==> config.mk <==
export PLATFORM = sky130hd
export DESIGN_NAME = parking_slot_allocator
export DESIGN_NICKNAME = d
export VERILOG_FILES = /design/src/rtl/parking_slot_allocator_pkg.sv /design/src/rtl/parking_slot_allocator_sync_edge.sv /design/src/rtl/parking_slot_allocator.sv
export SDC_FILE = /design/constraint.sdc
export NUM_CORES = 1
export LEC_CHECK = 0
export CAP_MARGIN = 20
export CORE_UTILIZATION = 50
export CTS_CLUSTER_SIZE = 30
export DETAILED_ROUTE_END_ITERATION = 10
export GPL_TIMING_DRIVEN = 1
export HOLD_SLACK_MARGIN = 0.05
export PLACE_DENSITY = 0.76
export SLEW_MARGIN = 30
export SYNTH_ARGS = -nofsm -noshare
export SYNTH_HDL_FRONTEND = slang
export SYNTH_SLANG_ARGS = --single-unit
==> constraint.sdc <==
create_clock -name clk -period 2.4 [get_ports clk]
set_input_delay 0.48 -clock clk [delete_from_list [all_inputs] [get_ports clk]]
set_output_delay 0.48 -clock clk [all_outputs]
set_load 0.005 [all_outputs]
==> src/rtl/parking_slot_allocator_pkg.sv <==
// Shared constants, gate FSM encoding and slot-mask helper for the
// parking slot allocator.
package parking_slot_allocator_pkg;

  localparam int NUM_SLOTS  = 8;
  localparam int SLOT_IDX_W = 3;
  localparam int GATE_CNT_W = 8;

  // Entry gate FSM encoding; 2'd3 is unused and recovers to GATE_IDLE.
  typedef enum logic [1:0] {
    GATE_IDLE  = 2'd0,
    GATE_OPEN  = 2'd1,
    GATE_CLEAR = 2'd2
  } gate_state_e;

  // One-hot mask with only bit idx set.
  function automatic logic [NUM_SLOTS-1:0] slot_mask(input logic [SLOT_IDX_W-1:0] idx);
    logic [NUM_SLOTS-1:0] m;
    m      = {NUM_SLOTS{1'b0}};
    m[idx] = 1'b1;
    return m;
  endfunction

endpackage

==> src/rtl/parking_slot_allocator_sync_edge.sv <==
// Two-flop synchroniser for an asynchronous sensor level plus a
// rising-edge detector built from a third delay flop.
module park_sync_edge (
  input  logic clk,
  input  logic rst_n,
  input  logic async_in,
  output logic level,
  output logic rise
);

  logic s1_r;
  logic s2_r;
  logic s3_r;

  // Shift the sensor through the synchroniser and the edge-delay flop.
  always_ff @(posedge clk or negedge rst_n) begin
    if (!rst_n) begin
      s1_r <= 1'b0;
      s2_r <= 1'b0;
      s3_r <= 1'b0;
    end else begin
      s1_r <= async_in;
      s2_r <= s1_r;
      s3_r <= s2_r;
    end
  end

  assign level = s2_r;
  assign rise  = s2_r & ~s3_r;

endmodule

==> src/rtl/parking_slot_allocator.sv <==
// Parking slot allocator: tracks free slots, admits cars through the
// entry gate (lowest free slot first) and validates departures.
// NUM_SLOTS must stay 8 to match the downstream capacity counter.
module parking_slot_allocator
  import parking_slot_allocator_pkg::*;
#(
  parameter int GATE_OPEN_CYCLES = 4,
  parameter int NUM_SLOTS        = 8
) (
  input  logic                  clk,
  input  logic                  rst_n,
  input  logic                  entry_req,
  input  logic                  exit_req,
  input  logic [SLOT_IDX_W-1:0] exit_slot,
  output logic [NUM_SLOTS-1:0]  slot_free,
  output logic                  entry_gate,
  output logic [SLOT_IDX_W-1:0] entry_slot,
  output logic                  entry_ok,
  output logic                  entry_wait,
  output logic                  exit_ok,
  output logic                  exit_err,
  output logic                  full
);

  localparam logic [GATE_CNT_W-1:0] GATE_LOAD = GATE_CNT_W'(GATE_OPEN_CYCLES);

  logic                  entry_lvl_s;
  logic                  entry_rise_s;
  logic                  exit_lvl_s;
  logic                  exit_evt_s;
  logic                  unused_sync_s;

  logic [NUM_SLOTS-1:0]  slot_free_r;
  gate_state_e           state_r;
  logic [GATE_CNT_W-1:0] gate_cnt_r;
  logic                  entry_gate_r;
  logic [SLOT_IDX_W-1:0] entry_slot_r;
  logic                  entry_ok_r;
  logic                  exit_ok_r;
  logic                  exit_err_r;

  logic                  full_s;
  logic                  admit_s;
  logic [SLOT_IDX_W-1:0] alloc_idx_s;
  logic [NUM_SLOTS-1:0]  alloc_mask_s;
  logic [NUM_SLOTS-1:0]  free_mask_s;
  logic                  exit_valid_s;
  logic                  exit_bad_s;

  park_sync_edge u_entry_sync (
    .clk      (clk),
    .rst_n    (rst_n),
    .async_in (entry_req),
    .level    (entry_lvl_s),
    .rise     (entry_rise_s)
  );

  park_sync_edge u_exit_sync (
    .clk      (clk),
    .rst_n    (rst_n),
    .async_in (exit_req),
    .level    (exit_lvl_s),
    .rise     (exit_evt_s)
  );

  // The entry path works on the level and the exit path on the edge only.
  assign unused_sync_s = entry_rise_s ^ exit_lvl_s;

  assign full_s  = (slot_free_r == {NUM_SLOTS{1'b0}});
  assign admit_s = (state_r == GATE_IDLE) && entry_lvl_s && !full_s;

  // Lowest-index free slot; the value is only used when some slot is free.
  always_comb begin
    alloc_idx_s = 3'd0;
    casez (slot_free_r)
      8'b???????1: alloc_idx_s = 3'd0;
      8'b??????10: alloc_idx_s = 3'd1;
      8'b?????100: alloc_idx_s = 3'd2;
      8'b????1000: alloc_idx_s = 3'd3;
      8'b???10000: alloc_idx_s = 3'd4;
      8'b??100000: alloc_idx_s = 3'd5;
      8'b?1000000: alloc_idx_s = 3'd6;
      8'b10000000: alloc_idx_s = 3'd7;
      default:     alloc_idx_s = 3'd0;
    endcase
  end

  // Classify a departure: freeing an occupied slot is valid, anything else is an error.
  always_comb begin
    exit_valid_s = 1'b0;
    exit_bad_s   = 1'b0;
    if (exit_evt_s) begin
      exit_valid_s = ~slot_free_r[exit_slot];
      exit_bad_s   = slot_free_r[exit_slot];
    end else begin
      exit_valid_s = 1'b0;
      exit_bad_s   = 1'b0;
    end
  end

  // Per-cycle bit masks for the slot being taken and the slot being released.
  always_comb begin
    alloc_mask_s = {NUM_SLOTS{1'b0}};
    free_mask_s  = {NUM_SLOTS{1'b0}};
    if (admit_s) begin
      alloc_mask_s = slot_mask(alloc_idx_s);
    end else begin
      alloc_mask_s = {NUM_SLOTS{1'b0}};
    end
    if (exit_valid_s) begin
      free_mask_s = slot_mask(exit_slot);
    end else begin
      free_mask_s = {NUM_SLOTS{1'b0}};
    end
  end

  // Slot map: allocation and release can land together since they never hit the same bit.
  always_ff @(posedge clk or negedge rst_n) begin
    if (!rst_n) begin
      slot_free_r <= {NUM_SLOTS{1'b1}};
    end else begin
      slot_free_r <= (slot_free_r & ~alloc_mask_s) | free_mask_s;
    end
  end

  // Registered one-cycle departure result pulses.
  always_ff @(posedge clk or negedge rst_n) begin
    if (!rst_n) begin
      exit_ok_r  <= 1'b0;
      exit_err_r <= 1'b0;
    end else begin
      exit_ok_r  <= exit_valid_s;
      exit_err_r <= exit_bad_s;
    end
  end

  // Entry gate FSM: admit once, hold the gate open, then wait for the car to clear the sensor.
  always_ff @(posedge clk or negedge rst_n) begin
    if (!rst_n) begin
      state_r      <= GATE_IDLE;
      gate_cnt_r   <= 8'd0;
      entry_gate_r <= 1'b0;
      entry_slot_r <= 3'd0;
      entry_ok_r   <= 1'b0;
    end else begin
      entry_ok_r <= 1'b0;
      case (state_r)
        GATE_IDLE: begin
          if (admit_s) begin
            entry_slot_r <= alloc_idx_s;
            entry_ok_r   <= 1'b1;
            entry_gate_r <= 1'b1;
            gate_cnt_r   <= GATE_LOAD;
            state_r      <= GATE_OPEN;
          end
        end
        GATE_OPEN: begin
          if (gate_cnt_r <= 8'd1) begin
            entry_gate_r <= 1'b0;
            gate_cnt_r   <= 8'd0;
            state_r      <= GATE_CLEAR;
          end else begin
            gate_cnt_r <= gate_cnt_r - 8'd1;
          end
        end
        GATE_CLEAR: begin
          if (!entry_lvl_s) begin
            state_r <= GATE_IDLE;
          end
        end
        default: begin
          state_r      <= GATE_IDLE;
          gate_cnt_r   <= 8'd0;
          entry_gate_r <= 1'b0;
        end
      endcase
    end
  end

  assign slot_free  = slot_free_r;
  assign entry_gate = entry_gate_r;
  assign entry_slot = entry_slot_r;
  assign entry_ok   = entry_ok_r;
  assign entry_wait = (state_r == GATE_IDLE) && entry_lvl_s && full_s;
  assign exit_ok    = exit_ok_r;
  assign exit_err   = exit_err_r;
  assign full       = full_s;

endmodule

=== Word-level counts from Yosys, hierarchy flattened ===
Index checks and enable logic that the tools add are counted.

* Word-level logic and storage cells: 73
* Memories kept: 0
* Bits in latches: 0
* Memory bits (writable): 0
* Output and inout port bits: 17
* Flip-flop bits (word level): 30
* ROM bits: 0
* Input bits: 7

* Bitwise logic cells: 7
* Shift operators: 0
* Order comparisons: 5
* Equal/unequal tests: 12
* Multiplexer cells: 23
* Multipliers: 0
* Divide/modulo/power cells: 0
* $add $sub $neg: 1
* Reductions and logical operators: 12

{| class="wikitable"
|+ Operators by type and width
! operator !! count
|-
| 2-to-1 mux 8 bit || 4
|-
| one-hot mux 8 bit (3 select lines) || 1
|-
| one-hot mux 3 bit (7 select lines) || 1
|-
| 2-to-1 mux 1 bit || 9
|-
| AND 8 bit || 1
|-
| equality test 8 bit (second input constant) || 1
|-
| <= comparator 8 x 1 -> 1 bit (second input constant) || 1
|-
| logical NOT 8 bit || 1
|-
| < comparator 3 x 4 -> 1 bit (second input constant) || 2
|-
| NOT 8 bit || 1
|-
| bitwise OR 8 bit || 1
|-
| subtractor 8 x 1 -> 8 bit (second input constant) || 1
|-
| equality test 7 bit (second input constant) || 1
|-
| demux 1 bit (select 3 bit) || 2
|-
| equality test 6 bit (second input constant) || 1
|-
| greater-or-equal comparator 3 x 1 -> 1 bit (second input constant) || 2
|-
| 2-to-1 mux 2 bit || 3
|-
| != test 2 bit (second input constant) || 3
|-
| one-hot mux 2 bit (3 select lines) || 1
|-
| AND reduction 3 bit || 2
|-
| equality test 5 bit (second input constant) || 1
|-
| logical AND 1 bit || 5
|-
| equality test 2 bit (second input constant) || 2
|-
| equality test 4 bit (second input constant) || 1
|-
| 9 further kinds || 12
|}

=== Longest topological paths before layout ===
Gate-level depths: netlist (run 1).

* Depth in word-level cells: 10
* Gate-level depth with buffers: 7
* Mapped depth without buffers: 6

=== Hierarchy ===
A second synthesis (run 1) with hierarchy kept.

* Cell total of the unflattened synthesis: 158
* Area, all modules: 1620.3 um^2

{| class="wikitable"
|+ By module, submodules not included
! module !! area an instance (um^2) !! sequential area each (um^2) !! cells an instance !! instances
|-
| parking_slot_allocator || 1442.6 || 635.6 || 150 || 1
|-
| park_sync_edge || 88.8 || 75.1 || 4 || 2
|}

=== Worst setup path before layout (run 1) ===
OpenSTA, ideal clock, no wires.

* Kind: register to register
* From: register gate_cnt_r[2]
* To: register gate_cnt_r[2]
* Slack: 695 ps
* Library setup time: 124 ps
* Cell stages (with the launch flop): 7
* Period minus slack after synthesis: 1705 ps
* Arrival: 1581 ps
* Path buffers: 2
* Required time: 2276 ps
* Path through: dfrtp_1 > or3_1 > buf_6 > o31ai_4 > buf_6 > nor3b_1 > a211o_1

* Word-level cells in the longest chain between the ends: 3
* Elaborated cells on any way between the ends: 4
* Those cells by class: add/sub (1); order compare (1); mux (2)

{| class="wikitable"
|+ Ends and longest elaborated chain
! item !! line !! source
|-
| start: declaration || parking_slot_allocator.sv:35 || <nowiki>logic [GATE_CNT_W-1:0] gate_cnt_r;</nowiki>
|-
| start signal: assignment || parking_slot_allocator.sv:163 || <nowiki>gate_cnt_r <= gate_cnt_r - 8'd1;</nowiki>
|-
| subtractor 8 x 1 -> 8 bit / <= comparator 8 x 1 -> 1 bit (equally long branches) || parking_slot_allocator.sv:163, parking_slot_allocator.sv:158 ||
|-
| 2-to-1 mux 8 bit * || parking_slot_allocator.sv:158 || <nowiki>if (gate_cnt_r <= 8'd1) begin</nowiki>
|-
| one-hot mux 8 bit (3 select lines) * || parking_slot_allocator.sv:147 || <nowiki>case (state_r)</nowiki>
|}

Every way passes the cells marked *; elsewhere a longest branch is shown, timed or not.
A chain may end at the register's enable or synchronous reset.

=== Worst setup path after layout (run 1) ===
* From: register slot_free_r[4] (netlist: slot_free[4])
* To: output port entry_wait

* Word-level cells in the longest chain between the ends: 2

{| class="wikitable"
|+ Ends and longest elaborated chain
! item !! line !! source
|-
| start: declaration || parking_slot_allocator.sv:33 || <nowiki>logic [NUM_SLOTS-1:0] slot_free_r;</nowiki>
|-
| start signal: assignment || parking_slot_allocator.sv:120 || <nowiki>slot_free_r <= {NUM_SLOTS{1'b1}};</nowiki>
|-
| start signal: assignment || parking_slot_allocator.sv:122 || <nowiki>slot_free_r <= (slot_free_r & ~alloc_mask_s) | free_mask_s;</nowiki>
|-
| logical NOT 8 bit || parking_slot_allocator.sv:69 || <nowiki>assign full_s = (slot_free_r == {NUM_SLOTS{1'b0}});</nowiki>
|-
| logical AND 1 bit || parking_slot_allocator.sv:184 || <nowiki>assign entry_wait = (state_r == GATE_IDLE) && entry_lvl_s && full_s;</nowiki>
|-
| end: declaration || parking_slot_allocator.sv:19 || <nowiki>output logic entry_wait,</nowiki>
|}

No other way between the ends.

==> results_dict.tcl, run 1 <==
set metrics [dict create \
    status "completed" \
    async_flop_share_pct 100.0 \
    drc 0 \
    vias_per_cell 6.095 \
    cts_hold_buffers 0 \
    fin_nets 176 \
    fin_skew_ns 0.005897 \
    post-place-ws_ns 0.1346 \
    setup_violations 0 \
    cp-start-kind "register" \
    slew_headroom_pct 61.54 \
    post-dp-hpwl_mm 2.391 \
    gp_congestion 0.8523 \
    n_antenna_cell 0 \
    rows 19 \
    grt_usage_pct 24.62 \
    yosys_register_bits 30 \
    syn_area_per_cell_um2 10.54 \
    crit_path_max_fanout 7 \
    drt-initial-drc-count 60 \
    syn_inst 137 \
    powerDensity_nw_per_um2 1392 \
    max_cap_viol_count 0 \
    die-area_um2 3106 \
    totalWireLength_mm 3.357 \
    start_util_pct 52.81 \
    ys_seq_area_share_pct 52.69 \
    synth_top_area_share_pct 38.13 \
    synth_top_cell_by_area "dfrtp_1" \
    ir_drop_uv 1131 \
    port_buffers 23 \
    syn-cell-area_um2 1444 \
    tns_ns 0 \
    yosysWarnings 0 \
    slew_viol_final 0 \
    die_w_um 55.74 \
    min_period_ns 2.218 \
    fin_util_pct 66.87 \
    drt_pre_antenna_iters 4 \
    root_buffer "clkbuf_4" \
    grt_pass1_wl_mm 5.761 \
    core_um2 2734 \
    total_power_mw 2.544 \
    wire_per_inst_um 16.87 \
    final_layout_size_suffix_gt1_share_pct 18.45 \
    criticalPathCategory "register to output pin" \
    reg2reg_depth 4 \
    leakage_nw 0.7873 \
    hold_depth 0 \
    clk_pin_slew_worst_paths_ns 0.09 \
    numCtsBuffers 5 \
    crit_path_end_kind "output pin" \
    grt_max_degree 31 \
    clkLatencyLatePin_ns 0.33 \
    synth_cell_type_count 42 \
    antenna_found_initial 0 \
    fill_cells 218 \
    hold_viol 0 \
    vias 1213 \
    ant_nets 0 \
    setup_ws_ns 0.1820 \
    synth_flop_cell "dfrtp_1" \
    worstPathRequired_ns 1.92 \
    fmax_ghz 0.4509 \
    grt_pass1_vias 1255 \
    finalCritPeriodShare_pct 92.42 \
    synth_nets 146 \
    worstPathArrival_ns 1.74 \
    h-tree-depth 2 \
    area_delta_synth_final_pct 26.60 \
    rsz0062_at_grt "false" \
    worst_pin_slew_ns 0.5697 \
    cts_sinks 30 \
    synth_edf_count 0 \
    grt_overflow_total 0 \
    worstHoldPathType "register to register" \
    clock_path_buffers 2 \
    cts_tree "done" \
    ioPinCount 24 \
    synth_area_leaders "dfrtp_1 38%, dfstp_2 15%, o21ai_0 5.2%" \
    die_h_um 55.74 \
]
[state kept, by name (all words and copies together), names as in the netlist]
| name | flops |
|---|---|
| slot_free | 8 |
| state_r | 2 |
| exit_err | 1 |
| exit_ok | 1 |
| gate_cnt_r | 8 |
| entry_ok | 1 |
| u_entry_sync.s1_r | 1 |
| u_exit_sync.level | 1 |
| u_entry_sync.level | 1 |
| entry_gate | 1 |
| entry_slot | 3 |
| u_exit_sync.s3_r | 1 |
| u_exit_sync.s1_r | 1 |
[report_power, final]
group	switching [mW]	internal, mW
Sequential	0.214	0.717
Clock	0.177	0.353
Combinational	0.544	0.538
Total	0.936	1.61
[final timing paths]
check | startpoint | endpoint | slack, ns
setup / recovery | slot_free[4] | entry_wait | 0.18
hold / removal | u_exit_sync.s1_r | u_exit_sync.level | 0.36
setup reg to reg | gate_cnt_r[2] | gate_cnt_r[2] | 0.50
hold reg to reg | u_exit_sync.s1_r | u_exit_sync.level | 0.36
max in group asynchronous | rst_n | slot_free[2] | 1.56
min in group asynchronous | rst_n | entry_ok | 0.52
[cells in the final DEF, fill, tap and decap left out, types with 4 or more instances in the layout]
master / n
a21o_1: 5
a21oi_1: 8
buf_4: 4
clkbuf_4: 5
clkdlybuf4s50_1: 21
dfrtp_1: 22
dfstp_2: 8
inv_1: 5
nand2_1: 11
nand2b_1: 4
nor2_1: 8
o21ai_0: 15
o31ai_1: 4
or3_1: 4
[logic make-up (layout without fill, tap and decap cells)]
| group | count (synthesis) | count (layout) | share of synthesized area (%) |
|---|---|---|---|
| fa+ha+maj | 2 | 2 | 1.733 |
| mux | 2 | 2 | 1.387 |
| flops | 30 | 30 | 52.69 |
| compound gates | 46 | 46 | 21.41 |
| buf+inv | 10 | 41 | 3.813 |
| xor+xnor | 1 | 1 | 0.6067 |
| simple gates | 46 | 46 | 18.37 |
[metal layers]
metal	track usage (%)	routed length (um)	share of wire, %	vias to the layer above
li1	-	-	-	570
met1	28.28	1321	39	585
met2	41.31	1755	52	48
met3	8.372	220	6.6	10
met4	11.43	59	1.8	0
met5	0	0	0	-
[repair_timing]
action	in CTS	in global routing
gates resized for setup	4	0
buffers inserted	1	0
endpoints found under the setup margin	2	0
endpoints found under the hold margin	0	0
[final cells by class]
class | count | area (um^2) | share of cell area, %
Sequential cell | 30 | 760.7 | 41.62
Multi-Input combinational cell | 97 | 636.9 | 34.84
Timing Repair Buffer | 27 | 257.7 | 14.10
Clock inverter | 2 | 60.06 | 3.285
Clock buffer | 6 | 51.30 | 2.806
Tap cell | 31 | 38.79 | 2.122
Inverter | 6 | 22.52 | 1.232
[cells in the mapped netlist (2+ instances only)]
cell	number
o31ai_1	4
buf_6	2
dfrtp_1	22
a21o_1	5
buf_2	2
nand2_1	11
or3_1	4
nand3_1	3
o311ai_0	2
inv_1	5
o21ai_0	15
dfstp_2	8
or4_1	4
ha_1	2
a21oi_1	8
nor2b_1	2
nor2_1	8
nand2b_1	4
o32ai_1	2
mux2i_1	2
[per-stage QoR]
step | std cells | area, um^2 | hold WS, ns
global route | 199 | 1828 | 0.3659
floorplan | 137 | 1444 | 0.1844
CTS | 199 | 1828 | 0.3619
global placement | 190 | 1703 | 0.3360
detailed placement | 190 | 1703 | 0.3386
finish | 199 | 1828 | 0.3593
[critical path, stage by stage, from the launching register on]
cell and delay (ns):
dfstp_2 0.41, or4_4 0.58, nor3_2 0.17, dlygate4sd2_1 0.25
Note: power is estimated with default switching activity, not from simulation.
==> run 2, diff against run 1 <==
TNS_END_PERCENT = 30   (was not set)
==> results of run 2 <==
Final layout, timing and power as in run 1 (identical DEF).
==> run 3, diff against run 2 <==
CTS_CLUSTER_DIAMETER = 150   (was not set)
==> results of run 3 <==
Final layout, timing and power as in run 1 (identical DEF).
